## src/rtl/spi_byte_rx.sv

```systemverilog
// SPI slave byte receiver (modes 0/3): synchronizes the pins to clk_in and assembles 8-bit bytes with their D/C flag.
// byte_rdy_out rises on the (SYNC_STAGES+2)th clk_in edge, counting the edge that first samples SCLK high for bit 8. There is no backpressure; each byte is a one-cycle strobe.
module spi_byte_rx #(
    parameter int SYNC_STAGES = 2,
    parameter bit MSB_FIRST   = 1'b1
) (
    input  logic       clk_in,
    input  logic       rst_in,
    input  logic       spi_sclk_in,
    input  logic       spi_mosi_in,
    input  logic       spi_cs_n_in,
    input  logic       spi_dc_in,
    output logic       dc_out,
    output logic       byte_rdy_out,
    output logic [7:0] byte_data_out,
    output logic       abort_out
);

    typedef enum logic {
        IDLE,
        SHIFT
    } state_t;

    state_t state_q, state_d;

    logic [SYNC_STAGES-1:0] sclk_sr, mosi_sr, cs_sr, dc_sr;
    logic                   sclk_sync, mosi_sync, cs_sync, dc_sync;
    logic                   sclk_d, sclk_rise;

    logic [2:0] bit_cnt;
    logic [7:0] shreg, shreg_next;
    logic       shift_en, abort_d;
    logic       done_q, dc_cap;

    // Chains reset to bus-idle levels so no false SCLK edge appears after reset
    always_ff @(posedge clk_in) begin
        if (rst_in) begin
            sclk_sr <= '1;
            cs_sr   <= '1;
            mosi_sr <= '0;
            dc_sr   <= '0;
            sclk_d  <= 1'b1;
        end else begin
            sclk_sr <= {sclk_sr[SYNC_STAGES-2:0], spi_sclk_in};
            cs_sr   <= {cs_sr[SYNC_STAGES-2:0], spi_cs_n_in};
            mosi_sr <= {mosi_sr[SYNC_STAGES-2:0], spi_mosi_in};
            dc_sr   <= {dc_sr[SYNC_STAGES-2:0], spi_dc_in};
            sclk_d  <= sclk_sync;
        end
    end

    assign sclk_sync = sclk_sr[SYNC_STAGES-1];
    assign cs_sync   = cs_sr[SYNC_STAGES-1];
    assign mosi_sync = mosi_sr[SYNC_STAGES-1];
    assign dc_sync   = dc_sr[SYNC_STAGES-1];
    assign sclk_rise = sclk_sync & ~sclk_d;

    always_comb begin
        shreg_next = shreg;
        if (MSB_FIRST) begin
            shreg_next = {shreg[6:0], mosi_sync};
        end else begin
            shreg_next = {mosi_sync, shreg[7:1]};
        end
    end

    always_ff @(posedge clk_in) begin
        if (rst_in) begin
            state_q <= IDLE;
        end else begin
            state_q <= state_d;
        end
    end

    // CS deassertion takes priority over a coincident SCLK edge
    always_comb begin
        state_d  = state_q;
        shift_en = 1'b0;
        abort_d  = 1'b0;
        case (state_q)
            IDLE: begin
                if (!cs_sync) begin
                    state_d = SHIFT;
                end
            end
            SHIFT: begin
                if (cs_sync) begin
                    state_d = IDLE;
                    abort_d = (bit_cnt != 3'd0);
                end else if (sclk_rise) begin
                    shift_en = 1'b1;
                end
            end
            default: state_d = IDLE;
        endcase
    end

    always_ff @(posedge clk_in) begin
        if (rst_in) begin
            bit_cnt   <= '0;
            shreg     <= '0;
            done_q    <= 1'b0;
            dc_cap    <= 1'b0;
            abort_out <= 1'b0;
        end else begin
            done_q    <= 1'b0;
            abort_out <= abort_d;
            if (state_q == IDLE || state_d == IDLE) begin
                bit_cnt <= '0;
                if (state_q == SHIFT) begin
                    shreg <= '0;
                end
            end else if (shift_en) begin
                shreg   <= shreg_next;
                bit_cnt <= bit_cnt + 3'd1;
                if (bit_cnt == 3'd7) begin
                    done_q <= 1'b1;
                    dc_cap <= dc_sync;
                end
            end
        end
    end

    // Output stage holds the last byte between strobes
    always_ff @(posedge clk_in) begin
        if (rst_in) begin
            byte_rdy_out  <= 1'b0;
            byte_data_out <= '0;
            dc_out        <= 1'b0;
        end else begin
            byte_rdy_out <= done_q;
            if (done_q) begin
                byte_data_out <= shreg;
                dc_out        <= dc_cap;
            end
        end
    end

endmodule

```

## config.mk

```make
export PLATFORM = sky130hd
export DESIGN_NAME = spi_byte_rx
export DESIGN_NICKNAME = d
export VERILOG_FILES = /design/src/rtl/spi_byte_rx.sv
export SDC_FILE = /design/constraint.sdc
export NUM_CORES = 1
export LEC_CHECK = 0
export CAP_MARGIN = 20
export CORE_UTILIZATION = 50
export CTS_CLUSTER_SIZE = 8
export DETAILED_ROUTE_END_ITERATION = 16
export PLACE_DENSITY_LB_ADDON = 0.08
export SLEW_MARGIN = 25
export SYNTH_ARGS = -nofsm -noshare
export SYNTH_HDL_FRONTEND = slang
export SYNTH_SLANG_ARGS = --single-unit
```

## constraint.sdc

```tcl
create_clock -name clk_in -period 1.8 [get_ports clk_in]
set_input_delay 0.18 -clock clk_in [delete_from_list [all_inputs] [get_ports clk_in]]
set_output_delay 0.18 -clock clk_in [all_outputs]
set_load 0.02 [all_outputs]
```

# Yosys cells after proc, flatten, opt, wreduce, memory -nomap -nowiden
# Index checks and enable logic that the tools add are counted.
# classes
n_addsub	1
n_mul	0
div	0
order_cmp	0
eq_ne	2
shifts	0
mux	8
bitwise_logic	6
n_reduce_logical	8
# ops
op	n
$mux 8	3
$reduce_or 3->1	2
$mux 1	5
$not 1->1	5
$add 3x1->3 const B	1
$eq 3x3->1 const B	1
$reduce_and 3->1	1
$reduce_bool 3->1	1
$ne 2x2->1 const B	1
$reduce_and 2->1	1
$reduce_bool 2->1	1
$reduce_or 2->1	1
$and 1x1->1	1
$logic_or 1x1->1	1
# totals
reg_bits	34
latch_bits	0
ramBits	0
rom_bits	0
input_bits	6
out_inout_bits	11
n_memories	0

# Depth between registers and ports, before layout
# Gate-level depths: netlist (run 1).
# logic_depth
ltp_word	7
mapped_depth	5

# Least setup slack after synthesis (run 1)
# OpenSTA, ideal clock, no wires.
# synth_path
path_kind	reg-to-reg
startpoint	register state_q
endpoint	register dc_cap
t_arrival_ns	1.025
t_required_ns	1.685
path_slack_ns	0.660
stages_incl_launch_ff	5
path_cell_list	dfxtp_1 -> and4bb_2 -> buf_6 -> and4_1 -> a31o_1
# synth_via
elab_chain_cells	4
# synth_rtl
item	line_no	rtl
start: declaration	24	state_t state_q, state_d;
start signal: assignment	71	state_q <= state_d;
$not 1->1 (no source line)	--	
$logic_or 1x1->1	108	if (state_q == IDLE || state_d == IDLE) begin
$not 1->1 (no source line)	--	
$reduce_and 3->1 (no source line) *	--	
end signal: assignment	118	dc_cap <= dc_sync;
end: declaration	33	logic done_q, dc_cap;
# Mark *: on every way between the ends. The rest lies on a longest branch, timed or not.
# A chain may end at the register's enable or synchronous reset.

# Final worst setup path (run 1)
# layout_path
startpoint	register byte_data_out[5]
endpoint	output port byte_data_out[5]
# layout_lines
item	line_no	rtl
start: declaration	15	output logic [7:0] byte_data_out,
start signal: assignment	133	byte_data_out <= shreg;
# No word-level cell between the ends.

==> results.toml, run 1 <==
[outcome]
status = "complete, no violations"

[global_routing]
grt_first_pass_wirelength_um = 2835
grt_overflow = 0
grt_max_degree = 14
grt_pass1_vias = 684
antenna_found_initial = 0
grt_util_all_layers_pct = 15.65

[placement]
pre_cts_ws_ns = 0.3243
place.gp.congestion = 0.7248
dp_hpwl_um = 1216
numPortBuffers = 16
place_area_um2 = 1335

[drt]
ant_nets = 0
viasPerCell = 4.867
wirelength_um = 1667
wire_per_inst_um = 11.11
dr.pass1.iters = 4
drt_iter0_drc = 3
drc_errors = 0
num_vias = 730

[die]
core_um2 = 2191
die_w_um = 50.17
die_area_um2 = 2517
rows = 17
die_h_um = 50.17
start_util_pct = 52.94
io_pins = 17

[yosys]
syn_avg_cell_area_um2 = 11.48
ys_seq_area_share_pct = 58.68
synth_top_family_by_area = "simple AND/OR/NAND/NOR gates"
synthAdderAreaFrac_pct = 3.236
ys_warn_count = 0
synth_top_cell_by_area = "dfxtp_1"
synth_nets = 110
netlist.area_leader.share_pct = 58.68
yosys-top-cells-area = "dfxtp_1 59%, mux2i_1 9.5%, a22o_1 6.0%"
synth_cells = 101
synthMuxAreaShare_pct = 9.493
synthFlopType = "dfxtp_1"
synth_xor_area_share_pct = 0.7551
synthSimpleGateAreaFrac_pct = 15.64
ys_ff_latch = 34
async_flop_share_pct = 0
synth-compound-area-share_pct = 7.875
yosysUniqueCellTypes = 21
syn_area_um2 = 1160
synth_edf_count = 0

[setup_path]
r2r_slack_ns = 0.61
path_buf_inv = 1
cp_slowest_cell = "clkdlybuf4s50_1"
start_kind = "flip-flop"
r2r_start = "bit_cnt[0]$_SDFFE_PP0P_"
cp.arrival_ns = 1.25
worstRegToRegCells = 4
critical_path.max_fanout = 2
path_class = "reg -> out"
crit_family = "buffers and inverters"
crit_required_ns = 1.62
end_kind = "output port"
slowest_delay_ns = 0.60
r2r-end = "dc_cap$_SDFFE_PP0P_"
crit_path_cell_trace = "clkdlybuf4s50_1"

[clock_network]
cts_tree = "yes"
cts_sinks = 34
clock_latency_ns = 0.31
postCtsSetupRepairBufs = 0
ctsHtreeMaxLevel = 2
ctsHoldBuffers = 0
numCtsBuffers = 5
cts_buffer_depth = 2
cts_resized = 0
root_buffer = "clkbuf_4"
clkTransAtPathRegs_ns = 0.09

[cells_and_area]
design_area_um2 = 1395
nets = 130
seq_area_um2 = 680.7
antennaDiodeCount = 0
fill_cells = 202
syn_to_final_growth_pct = 20.28
layout-drive-gt1-share_pct = 15.57
multi_input_area_um2 = 429.2

[worst_hold_path]
min_path_cells = 2
hp-start = "spi_dc_in"
worstHoldPathType = "in -> reg"
hold_end = "dc_sr[0]$_SDFF_PP0_"

[power]
vdd_drop_max_v = 0.0006808
p_leak_nw = 0.5196
p_per_area_nw_per_um2 = 871.8

[sta]
rsz0062_at_grt = "false"
fmax_mhz = 697.9
finalWorstSetupSlack_ns = 0.3672
fin_crit_sh_pct = 79.60
clock_skew_ns = 0.004398
setup_violations = 0
timing.setup.tns_ns = 0
fin_crit_ns = 1.433
tightest_slew_ns = 0.5500
slew_headroom_pct = 63.29
hold_viol = 0
report.final.slew_viol_count = 0

[job]
maxCapViolCount = 0
==> cells in the mapped netlist (2+ instances only) <==
library cell / number
ha_1: 3
mux2i_1: 11
nand2_1: 3
dfxtp_1: 34
a22o_1: 8
or2_2: 5
buf_6: 2
clkbuf_1: 2
inv_1: 3
nor2b_1: 7
nor2_1: 13
==> cells in the final DEF, fill, tap and decap left out, drive strengths merged, types with 2 or more instances in the layout <==
cell type | synthesis | layout
or2 | 6 | 6
nor2 | 13 | 13
buf | 3 | 2
clkbuf | 2 | 7
nor2b | 7 | 7
mux2i | 11 | 11
dfxtp | 34 | 34
ha | 3 | 3
a22o | 8 | 8
nand2 | 3 | 3
clkdlybuf4s50 | 0 | 16
inv | 4 | 4
==> cells by family after synthesis <==
kind of cell,count (synthesis)
XOR/XNOR,1
AND/OR/NAND/NOR,33
adder cells (fa/ha/maj),3
multiplexers,11
flip-flops,34
AO/OA/AOI/OAI,10
buffers and inverters,9
==> per-stage QoR <==
stage	total power, mW	util (%)	cells	hold WS (ns)
CTS	1.237	63.68	150	0.3990
floorplan	0.7997	-	101	0.2838
detailed placement	0.8194	60.94	142	0.4127
global placement	0.8177	60.94	142	0.3925
global route	1.265	63.68	150	0.4021
finish	1.216	63.68	150	0.4085
==> sequential cells by signal, summed over array words and instances, names as in the netlist <==
register / flops
byte_data_out: 8
shreg: 8
bit_cnt: 3
cs_sr: 2
dc_sr: 2
mosi_sr: 2
sclk_sr: 2
abort_out: 1
byte_rdy_out: 1
dc_cap: 1
dc_out: 1
done_q: 1
sclk_d: 1
state_q: 1
==> area by class of cell <==
cell class / count / share of cell area (%)
inverter: 4 / 1.076
timing repair buffer: 18 / 12.56
multi-input combinational: 58 / 30.76
clock inverter: 1 / 0.3587
clock buffer: 7 / 3.946
sequential: 34 / 48.79
tap: 28 / 2.511
==> worst reg2reg max path, delay by kind of cell, from the launching register on <==
family / cells / cell delay (ns)
AOI/OAI and AO/OA: 1 / 0.18
adders and majority gates: 2 / 0.40
DFF: 1 / 0.34
and+or+nand+nor: 1 / 0.18
==> worst max path at each step <==
stage | start | slack, ns | cells past startpoint | endpoint
floorplan | state_q$_SDFF_PP0_ | 0.66 | 4 | dc_cap$_SDFFE_PP0P_
CTS | byte_data_out[5]$_SDFFE_PP0P_ | 0.34 | 1 | byte_data_out[5]
finish | byte_data_out[5]$_SDFFE_PP0P_ | 0.37 | 1 | byte_data_out[5]
detailed placement | rst_in | 0.32 | 5 | dc_cap$_SDFFE_PP0P_
global route | byte_data_out[5]$_SDFFE_PP0P_ | 0.30 | 1 | byte_data_out[5]
global placement | rst_in | 0.36 | 4 | shreg[1]$_SDFFE_PP0P_
==> per-layer routing <==
metal	vias to the layer above	global-route usage [%]	wire [µm]
li1	376	-	-
met1	332	20.15	829
met2	18	22.00	737
met3	4	6.364	76
met4	0	8.571	23
met5	-	0	0
==> power breakdown <==
group	internal (mW)	switching, mW	total, mW
Sequential	0.761	0.00370	0.765
Combinational	0.0205	0.0158	0.0364
Clock	0.189	0.226	0.415
Note: power is estimated with default switching activity, not from simulation.
==> inputs of run 2 (changes only) <==
--- a/config.mk
+++ b/config.mk
@@ -6,7 +6,7 @@
 export NUM_CORES = 1
 export LEC_CHECK = 0
 export CAP_MARGIN = 20
-export CORE_UTILIZATION = 50
+export CORE_UTILIZATION = 46
 export CTS_CLUSTER_SIZE = 8
 export DETAILED_ROUTE_END_ITERATION = 16
 export PLACE_DENSITY_LB_ADDON = 0.08
==> constraint.sdc (replaced) <==
create_clock -name clk_in -period 1.3 [get_ports clk_in]
set_input_delay 0.13 -clock clk_in [delete_from_list [all_inputs] [get_ports clk_in]]
set_output_delay 0.13 -clock clk_in [all_outputs]
set_load 0.02 [all_outputs]
==> run 2 against run 1 <==
Effect of this change: cell area up 2.8%; critical path type is now reg -> reg; final cell count grew 3.3%; clock skew up 0.0024 ns; worst hold slack worse by 0.066 ns; largest power group unchanged; clock power rose by 78%; critical path depth increased by 2; register-to-register slack lost 0.52 ns.
==> results.toml, run 2 (synthesis results as in run 1) <==
[cells_and_area]
fill_cells = 216
nets = 135
antennaDiodeCount = 0
top_regs = "byte_data_out (8), shreg (8), bit_cnt (3)"
layout_common_cells = "34 x dfxtp_1, 13 x nor2_1, 11 x mux2i_1, 11 x dlygate4sd2_1, 8 x a22o_1"
layout-drive-gt1-share_pct = 18.11
syn_to_final_growth_pct = 23.63
final_common_cell = "dfxtp_1"
instances_no_fill = 155

[placement]
pre_cts_ws_ns = -0.08512
place.gp.congestion = 0.6786
dp_hpwl_um = 1269
placed_cells = 147
numPortBuffers = 16

[sta]
fmax_mhz = 826.6
report.final.slew_viol_count = 0
clock_skew_ns = 0.006752
rsz0062_at_grt = "false"
finalWorstSetupSlack_ns = 0.09020
slew_headroom_pct = 85.83
tightest_slew_ns = 0.2134
hold_viol = 0
fin_crit_sh_pct = 93.06
setup_violations = 0
fin_crit_ns = 1.210

[power]
seqPwrFrac_pct = 57.0
p_int_mw = 1.498
p_sw_mw = 0.3600
p_leak_nw = 0.6026
vdd_drop_max_v = 0.0008836
p_per_area_nw_per_um2 = 1295
power_frac_clock_pct = 39.8
sw_frac_of_total_pct = 19.38
p_comb_share_pct = 3.2

[drt]
drc_errors = 0
wl_met3_um = 82
ant_nets = 0
dr.pass1.iters = 3
num_vias = 747
met2_length_um = 831
drt-met1-wl_um = 923
dr.max_layer_used = "met4"
wire_per_inst_um = 12.10
wirelength_um = 1875
drt_iter0_drc = 6
viasPerCell = 4.819

[global_routing]
grt_overflow = 0
antenna_found_initial = 0
grt_first_pass_wirelength_um = 3215
grt_max_degree = 15
grt_util_all_layers_pct = 16.88
grt_pass1_vias = 740

[setup_path]
path_class = "reg -> reg"
critical_path.max_fanout = 5
slowest_delay_ns = 0.42
crit_required_ns = 1.52
crit_path_cell_trace = "and4bb_2 -> nand2_1 -> a31o_1"
crit_family = "simple AND/OR/NAND/NOR gates"
end_kind = "flip-flop"
start_kind = "flip-flop"
cp.arrival_ns = 1.43
cp_slowest_cell = "dfxtp_1"
path_buf_inv = 0

[clock_network]
numCtsBuffers = 5
cts_resized = 11
clock_latency_ns = 0.33
ctsHoldBuffers = 0
clkTransAtPathRegs_ns = 0.10
postCtsSetupRepairBufs = 0
ctsHtreeMaxLevel = 2
root_buffer = "clkbuf_4"
cts_sinks = 34
cts_buffer_depth = 2
cts_tree = "yes"

[die]
rows = 17
die_h_um = 52.22
die_w_um = 52.22
start_util_pct = 50.49
die_area_um2 = 2726
core_um2 = 2297
io_pins = 17

[worst_hold_path]
worstHoldPathType = "in -> reg"

[outcome]
status = "complete, no violations"

[job]
maxCapViolCount = 0
## run 2: metrics by stage
step	TNS [ns]	instance area [µm²]	hold slack [ns]	power, mW	util (%)
2_1_floorplan	0	1160	0.2338	1.107	-
3_3_place_gp	-0.5003	1373	0.3922	1.141	59.75
3_5_place_dp	-0.7489	1373	0.4023	1.143	59.75
4_1_cts	0	1434	0.3278	1.875	62.42
5_1_grt	0	1434	0.3432	1.926	62.42
6_report	0	1434	0.3429	1.858	62.42
## run 2: path summary, 6_finish.rpt
kind                          from  cells after the start  slack, ns                     to
max             state_q$_SDFF_PP0_                      3       0.09    dc_cap$_SDFFE_PP0P_
min                    spi_mosi_in                      2       0.34  mosi_sr[0]$_SDFF_PP0_
max reg2reg     state_q$_SDFF_PP0_                      3       0.09    dc_cap$_SDFFE_PP0P_
min reg2reg  sclk_sr[0]$_SDFF_PP1_                      1       0.42  sclk_sr[1]$_SDFF_PP1_
## run 2: power groups by stage
stage	Sequential (mW)	Combinational, mW	Clock (mW)
2_1_floorplan	1.08	0.0259	0
3_3_place_gp	1.08	0.0582	0
3_5_place_dp	1.08	0.0601	0
4_1_cts	1.06	0.0604	0.755
5_1_grt	1.06	0.0656	0.799
6_report	1.06	0.0598	0.739
## run 2: metal layers
metal,vias up,global-route usage [%]
met5,-,0
met2,16,26.07
met4,0,10.53
met1,338,19.78
met3,5,6.087
li1,388,-
## run 2: final cells by class
type / instances / area, µm² / area share (%)
clock buffer: 7 / 45.04 / 3.141
clock inverter: 1 / 30.03 / 2.094
inverter: 4 / 15.01 / 1.047
multi-input combinational: 58 / 429.2 / 29.93
sequential: 34 / 680.7 / 47.47
tap: 28 / 35.03 / 2.443
timing repair buffer: 23 / 198.9 / 13.87
